==> src/rtl/eth_decap_if.sv <==
// rtl/eth_decap_if.sv - AXI4-Stream receive beat bundle between the 10G MAC and the decapsulator
interface eth_decap_if;
  logic        tvalid;
  logic        tready;
  logic [63:0] tdata;
  logic [7:0]  tkeep;
  logic        tlast;
  logic        tuser;

  modport master (output tvalid, tdata, tkeep, tlast, tuser, input tready);
  modport slave  (input tvalid, tdata, tkeep, tlast, tuser, output tready);
endinterface

==> src/rtl/eth_decap.sv <==
// rtl/eth_decap.sv - strips the 48B Eth/IPv4/UDP encap header, filters frames, writes payload beats to the TLP FIFO
module eth_decap #(
  parameter logic [47:0] eth_addr  = 48'h00_11_22_33_44_55,
  parameter logic [31:0] ip_daddr  = {8'd192, 8'd168, 8'd1, 8'd122},
  parameter logic [15:0] udp_dport = 16'd3776,
  parameter int          hdr_beats = 6
) (
  input  logic        clk156,
  input  logic        sys_rst_n,
  eth_decap_if.slave  s_axis,
  output logic        wr_en,
  output logic [73:0] din,
  input  logic        full,
  output logic [31:0] pkt_ok_cnt,
  output logic [31:0] pkt_drop_cnt
);

  typedef enum logic [1:0] {RX_HDR, RX_DATA, RX_DROP} state_t;

  // Wire byte 0 sits in the LSB lane, so the MAC as it appears on tdata is byte-reversed.
  localparam logic [47:0] mac_lanes = {eth_addr[7:0], eth_addr[15:8], eth_addr[23:16],
                                       eth_addr[31:24], eth_addr[39:32], eth_addr[47:40]};
  localparam logic [2:0]  last_hdr  = 3'(hdr_beats - 1);

  state_t      state_q, state_d;
  logic [2:0]  hdr_cnt_q, hdr_cnt_d;
  logic        match_q, match_d;
  logic [31:0] ok_cnt_q, ok_cnt_d;
  logic [31:0] drop_cnt_q, drop_cnt_d;

  logic        rdy;
  logic        accept;
  logic        beat_ok;
  logic [63:0] td;

  assign td = s_axis.tdata;

  always_comb begin
    rdy = 1'b1;
    if (state_q == RX_DATA) rdy = ~full;
    rdy = rdy & sys_rst_n;
  end

  assign accept        = s_axis.tvalid & rdy;
  assign s_axis.tready = rdy;

  always_comb begin
    beat_ok = 1'b1;
    case (hdr_cnt_q)
      3'd0: beat_ok = (td[47:0] == mac_lanes) || (td[47:0] == 48'hFFFF_FFFF_FFFF);
      3'd1: beat_ok = (td[39:32] == 8'h08) && (td[47:40] == 8'h00) && (td[55:48] == 8'h45);
      3'd2: beat_ok = (td[63:56] == 8'h11);
      3'd3: beat_ok = (td[55:48] == ip_daddr[31:24]) && (td[63:56] == ip_daddr[23:16]);
      3'd4: beat_ok = (td[7:0] == ip_daddr[15:8]) && (td[15:8] == ip_daddr[7:0]) &&
                      (td[39:32] == udp_dport[15:8]) && (td[47:40] == udp_dport[7:0]);
      default: beat_ok = 1'b1;
    endcase
  end

  always_comb begin
    state_d    = state_q;
    hdr_cnt_d  = hdr_cnt_q;
    match_d    = match_q;
    ok_cnt_d   = ok_cnt_q;
    drop_cnt_d = drop_cnt_q;
    wr_en      = 1'b0;
    din        = '0;
    case (state_q)
      RX_HDR: begin
        if (accept) begin
          if (s_axis.tlast) begin
            drop_cnt_d = drop_cnt_q + 32'd1;
            hdr_cnt_d  = '0;
            match_d    = 1'b1;
          end else if (hdr_cnt_q == last_hdr) begin
            state_d   = (match_q & beat_ok & ~s_axis.tuser) ? RX_DATA : RX_DROP;
            hdr_cnt_d = '0;
            match_d   = 1'b1;
          end else begin
            hdr_cnt_d = hdr_cnt_q + 3'd1;
            match_d   = match_q & beat_ok & ~s_axis.tuser;
          end
        end
      end
      RX_DATA: begin
        wr_en = accept;
        if (sys_rst_n) din = {s_axis.tkeep, s_axis.tdata, s_axis.tlast, s_axis.tuser};
        if (accept && s_axis.tlast) begin
          ok_cnt_d = ok_cnt_q + 32'd1;
          state_d  = RX_HDR;
        end
      end
      RX_DROP: begin
        if (accept && s_axis.tlast) begin
          drop_cnt_d = drop_cnt_q + 32'd1;
          state_d    = RX_HDR;
        end
      end
      default: state_d = RX_HDR;
    endcase
  end

  always_ff @(posedge clk156 or negedge sys_rst_n) begin
    if (!sys_rst_n) begin
      state_q    <= RX_HDR;
      hdr_cnt_q  <= '0;
      match_q    <= 1'b1;
      ok_cnt_q   <= '0;
      drop_cnt_q <= '0;
    end else begin
      state_q    <= state_d;
      hdr_cnt_q  <= hdr_cnt_d;
      match_q    <= match_d;
      ok_cnt_q   <= ok_cnt_d;
      drop_cnt_q <= drop_cnt_d;
    end
  end

  assign pkt_ok_cnt   = ok_cnt_q;
  assign pkt_drop_cnt = drop_cnt_q;

endmodule

==> src/flat_wrapper.sv <==
// flat-port wrapper written by rule: the top's interface ports become plain ports
module eth_decap_flat 
#(
  parameter logic [47:0] eth_addr  = 48'h00_11_22_33_44_55,
  parameter logic [31:0] ip_daddr  = {8'd192, 8'd168, 8'd1, 8'd122},
  parameter logic [15:0] udp_dport = 16'd3776,
  parameter int          hdr_beats = 6
)
  (clk156, sys_rst_n, wr_en, din, full, pkt_ok_cnt, pkt_drop_cnt, s_axis_tvalid, s_axis_tdata, s_axis_tkeep, s_axis_tlast, s_axis_tuser, s_axis_tready);
  eth_decap_if s_axis_i ();
  input  logic clk156;
  input  logic sys_rst_n;
  output logic wr_en;
  output logic [73:0] din;
  input  logic full;
  output logic [31:0] pkt_ok_cnt;
  output logic [31:0] pkt_drop_cnt;
  input wire logic [$bits(s_axis_i.tvalid)-1:0] s_axis_tvalid;
  input wire logic [$bits(s_axis_i.tdata)-1:0] s_axis_tdata;
  input wire logic [$bits(s_axis_i.tkeep)-1:0] s_axis_tkeep;
  input wire logic [$bits(s_axis_i.tlast)-1:0] s_axis_tlast;
  input wire logic [$bits(s_axis_i.tuser)-1:0] s_axis_tuser;
  output wire logic [$bits(s_axis_i.tready)-1:0] s_axis_tready;
  assign s_axis_i.tvalid = s_axis_tvalid;
  assign s_axis_i.tdata = s_axis_tdata;
  assign s_axis_i.tkeep = s_axis_tkeep;
  assign s_axis_i.tlast = s_axis_tlast;
  assign s_axis_i.tuser = s_axis_tuser;
  assign s_axis_tready = s_axis_i.tready;
  eth_decap #(.eth_addr(eth_addr), .ip_daddr(ip_daddr), .udp_dport(udp_dport), .hdr_beats(hdr_beats)) u_core (.clk156(clk156), .sys_rst_n(sys_rst_n), .s_axis(s_axis_i), .wr_en(wr_en), .din(din), .full(full), .pkt_ok_cnt(pkt_ok_cnt), .pkt_drop_cnt(pkt_drop_cnt));
endmodule
==> config.mk <==
export PLATFORM = sky130hd
export DESIGN_NAME = eth_decap_flat
export DESIGN_NICKNAME = d
export VERILOG_FILES = /design/src/rtl/eth_decap_if.sv /design/src/rtl/eth_decap.sv /design/src/flat_wrapper.sv
export SDC_FILE = /design/constraint.sdc
export NUM_CORES = 1
export LEC_CHECK = 0
export BUFFER_PORTS_ARGS = -buffer_cell sky130_fd_sc_hd__buf_2
export CAP_MARGIN = 10
export CORE_AREA = 3 3 106 108
export CTS_CLUSTER_SIZE = 14
export DETAILED_ROUTE_END_ITERATION = 8
export DIE_AREA = 0 0 109 111
export PLACE_DENSITY_LB_ADDON = 0.1
export SETUP_SLACK_MARGIN = 0.02
export SYNTH_ARGS = -nofsm -noshare
export SYNTH_HDL_FRONTEND = slang
export SYNTH_SLANG_ARGS = --single-unit
export TNS_END_PERCENT = 5
==> constraint.sdc <==
create_clock -name clk156 -period 2.1 [get_ports clk156]
set_clock_uncertainty 0.1 [all_clocks]
set_input_delay 0 -clock clk156 [delete_from_list [all_inputs] [get_ports clk156]]
set_output_delay 0 -clock clk156 [all_outputs]
set_load 0.02 [all_outputs]
==> results.sh <==
export IMPL_clk_latency_ps=340
export IMPL_synth_mux_area_share_pct=0.273
export IMPL_fin_ws_ps=22.7
export IMPL_fillers=990
export IMPL_firstDrtPassIters=4
export IMPL_placedCellCount=799
export IMPL_cp_slowest_cell="or4_4"
export IMPL_endpoint_kind="register"
export IMPL_r2r_cells=8
export IMPL_yosys_warnings=0
export IMPL_min_to="u_core.hdr_cnt_q[2]$_DFFE_PN0P_"
export IMPL_rsz0062_at_grt="true"
export IMPL_crit_family="simple AND/OR/NAND/NOR gates"
export IMPL_synth_xor_area_share_pct=13.2
export IMPL_crit_chain="inv_2 > ha_4 > and4b_2 > nand2_4 > or4_4 > nor2_4 > nand3_1 > xnor2_1"
export IMPL_floorplan_initialDensity_pct=40.0
export IMPL_wl_met2_um=6690
export IMPL_cp_slowest_stage_delay_ps=550
export IMPL_reg2reg_slack_ps=20
export IMPL_regToRegEndpoint="u_core.pkt_ok_cnt[22]$_DFFE_PN0P_"
export IMPL_multiInputGateArea_um2=2320
export IMPL_hp_class="in2reg"
export IMPL_cap_viol_max_count=0
export IMPL_crit_buf_inv=1
export IMPL_synth_compound_area_share_pct=3.73
export IMPL_cts_buffers=9
export IMPL_rows=37
export IMPL_irDropWorstVdd_mv=0.273
export IMPL_start_kind="register"
export IMPL_placed_cell_area_um2=5500
export IMPL_clock_sinks=70
export IMPL_synth_flop_cell="dfrtp_1"
export IMPL_grt_max_degree=140
export IMPL_yosysUniqueCellTypes=49
export IMPL_grt_usage_pct=21.3
export IMPL_port_buffers=217
export IMPL_yosys_area_share_simple_pct=35.6
export IMPL_setup_viol=0
export IMPL_io_pins=218
export IMPL_final_cell_mix="buf_2, and3_1, dfrtp_1"
export IMPL_synth_top_family_by_area="simple AND/OR/NAND/NOR gates"
export IMPL_status="finished, final reports clean"
export IMPL_synth_edf_count=0
export IMPL_p_leak_nw=3.38
export IMPL_fmax_ghz=0.481
export IMPL_pre_cts_ws_ps=-0.0793
export IMPL_slew_viol_final=0
export IMPL_ctsLongestPathBuffers=2
export IMPL_die_y_um=111
export IMPL_synth_nets=527
export IMPL_cts_htree_levels=3
export IMPL_wl_met3_um=822
export IMPL_gp_congestion=0.828
export IMPL_grt_pass1_vias=4263
export IMPL_wl_met1_um=5200
export IMPL_holdWs_ps=45.8
export IMPL_cp_required_ps=2220
export IMPL_slew_headroom_pct=56.3
export IMPL_drtIter0Drc=181
export IMPL_stdcell_count=826
export IMPL_die_area_um2=12100
export IMPL_seq_area_um2=1750
export IMPL_syn_inst=443
export IMPL_synth_seq_area_share_pct=42.5
export IMPL_fin_area_um2=5870
export IMPL_hpwl_um=9810
export IMPL_top_layer_used="met4"
export IMPL_layout_drive_gt1_share_pct=40.9
export IMPL_layout_commonest_cell="buf_2"
export IMPL_setup_worst_path_class="reg2reg"
export IMPL_cts_tree="done"
export IMPL_finalWirelength_um=12900
export IMPL_worstHoldStart="full"
export IMPL_ys_ff_latch=70
export IMPL_area_growth_syn_to_layout_pct=42.2
export IMPL_ys_async_sr_fraction_pct=100
export IMPL_vias=4333
export IMPL_r2r_start="u_core.state_q[1]$_DFFE_PN0P_"
export IMPL_clockRootBuffer="clkbuf_8"
export IMPL_grt_pass1_wl_um=20900
export IMPL_clk_pin_slew_ps=70
export IMPL_timing_final_crit_period_ps=2080
export IMPL_wl_per_cell_um=15.6
export IMPL_worstMarginPinSlew_ps=655
export IMPL_grt_overflow=0
export IMPL_fin_nets=769
export IMPL_coreArea_um2=10300
export IMPL_ant_nets=0
export IMPL_power_density_nw_per_um2=548
export IMPL_min_delay_path_depth=4
export IMPL_synthAdderAreaFrac_pct=1.82
export IMPL_fin_crit_sh_pct=98.9
export IMPL_die_w_um=109
export IMPL_post_route_util_pct=56.8
export IMPL_worstPathArrival_ps=2200
export IMPL_p_total_mw=3.22
export IMPL_antenna_found_initial=0
export IMPL_drc=0
export IMPL_antenna_cells=0
export IMPL_crit_fanout=7
export IMPL_hold_viol_final=0
export IMPL_syn_area_um2=4130
export IMPL_via_per_inst=5.25
export IMPL_setup_tns_ps=0
export IMPL_synth_area_per_cell_um2=9.31
-- cell usage after synthesis, drive strengths merged, types with 2 or more instances --
cell type,n,area share [%]
nand3,21,2.5
and4,7,1.5
a32oi,2,0.42
inv,14,1.3
xor2,18,3.8
and2,6,0.91
nor3,10,1.3
a21boi,2,0.36
nor4,13,2.1
xnor2,44,9.3
nor2,20,2.0
o21ai,7,0.85
or4,5,0.91
dfrtp,69,42
and3,84,13
a21oi,2,0.24
nor4bb,3,0.73
ha,6,1.8
nand2b,5,0.76
nor4b,3,0.64
clkbuf,17,1.6
and4b,2,0.52
nor3b,3,0.55
nand4,24,3.8
nand2,40,3.8
-- cell families after synthesis --
family,Yosys count
mux,1
simple gates,250
xor+xnor,62
compound gates,22
fa+ha+maj,6
buf+inv,32
flops,70
-- layout make-up --
class                      count  area share (%)
clock inverter                 3           0.725
multi-input combinational    341            39.6
tap                          136            2.90
inverter                      14           0.896
sequential                    70            29.9
timing repair buffer         249            23.3
clock buffer                  13            2.71
-- timing repair --
| item | 4_1_cts | 5_1_grt |
|---|---|---|
| hold buffers | 9 | 0 |
| buffers inserted | 0 | 2 |
| endpoints found under the hold margin | 76 | 0 |
| resized for setup | 2 | 15 |
| endpoints found under the setup margin | 12 | 97 |
| pin swaps | 0 | 5 |
-- worst max-delay path by stage --
stage                                   from                                   to  slack, ps  depth (start not counted)
2_1_floorplan  u_core.state_q[1]$_DFFE_PN0P_    u_core.pkt_ok_cnt[22]$_DFFE_PN0P_       -100                          9
3_3_place_gp   u_core.state_q[1]$_DFFE_PN0P_    u_core.pkt_ok_cnt[22]$_DFFE_PN0P_         60                          8
3_5_place_dp   u_core.state_q[0]$_DFFE_PN0P_  u_core.pkt_drop_cnt[31]$_DFFE_PN0P_      -0.08                          8
4_1_cts        u_core.state_q[0]$_DFFE_PN0P_  u_core.pkt_drop_cnt[31]$_DFFE_PN0P_          6                          8
5_1_grt        u_core.state_q[0]$_DFFE_PN0P_  u_core.pkt_drop_cnt[28]$_DFFE_PN0P_        -80                          8
6_report       u_core.state_q[1]$_DFFE_PN0P_    u_core.pkt_ok_cnt[22]$_DFFE_PN0P_         20                          8
-- where the power goes --
part	leakage [nW]	internal (mW)	switching, mW
combinational	2.35	0.257	0.332
sequential	0.938	1.43	0.0921
clock	0.0996	0.613	0.496
-- worst reg2reg max path, delay by kind of cell (launching register included) --
family	cells	cell delay, ps
buffers and inverters	1	80
xor gates and xnor gates	1	140
adders and majority gates	1	120
and+or+nand+nor	5	1130
DFF	1	390
-- routing by layer --
layer,vias to the layer above,track usage (%)
met4,0,5.39
met1,2080,26.2
met5,-,0
met3,14,4.25
li1,2083,-
met2,156,37.7
-- flip-flops by register name (all words and copies together) (netlist names) --
name / flops
u_core.pkt_drop_cnt: 32
u_core.pkt_ok_cnt: 32
u_core.match_q: 1
u_core.state_q: 2
u_core.hdr_cnt_q: 3
Note: power is estimated with default switching activity, not from simulation.
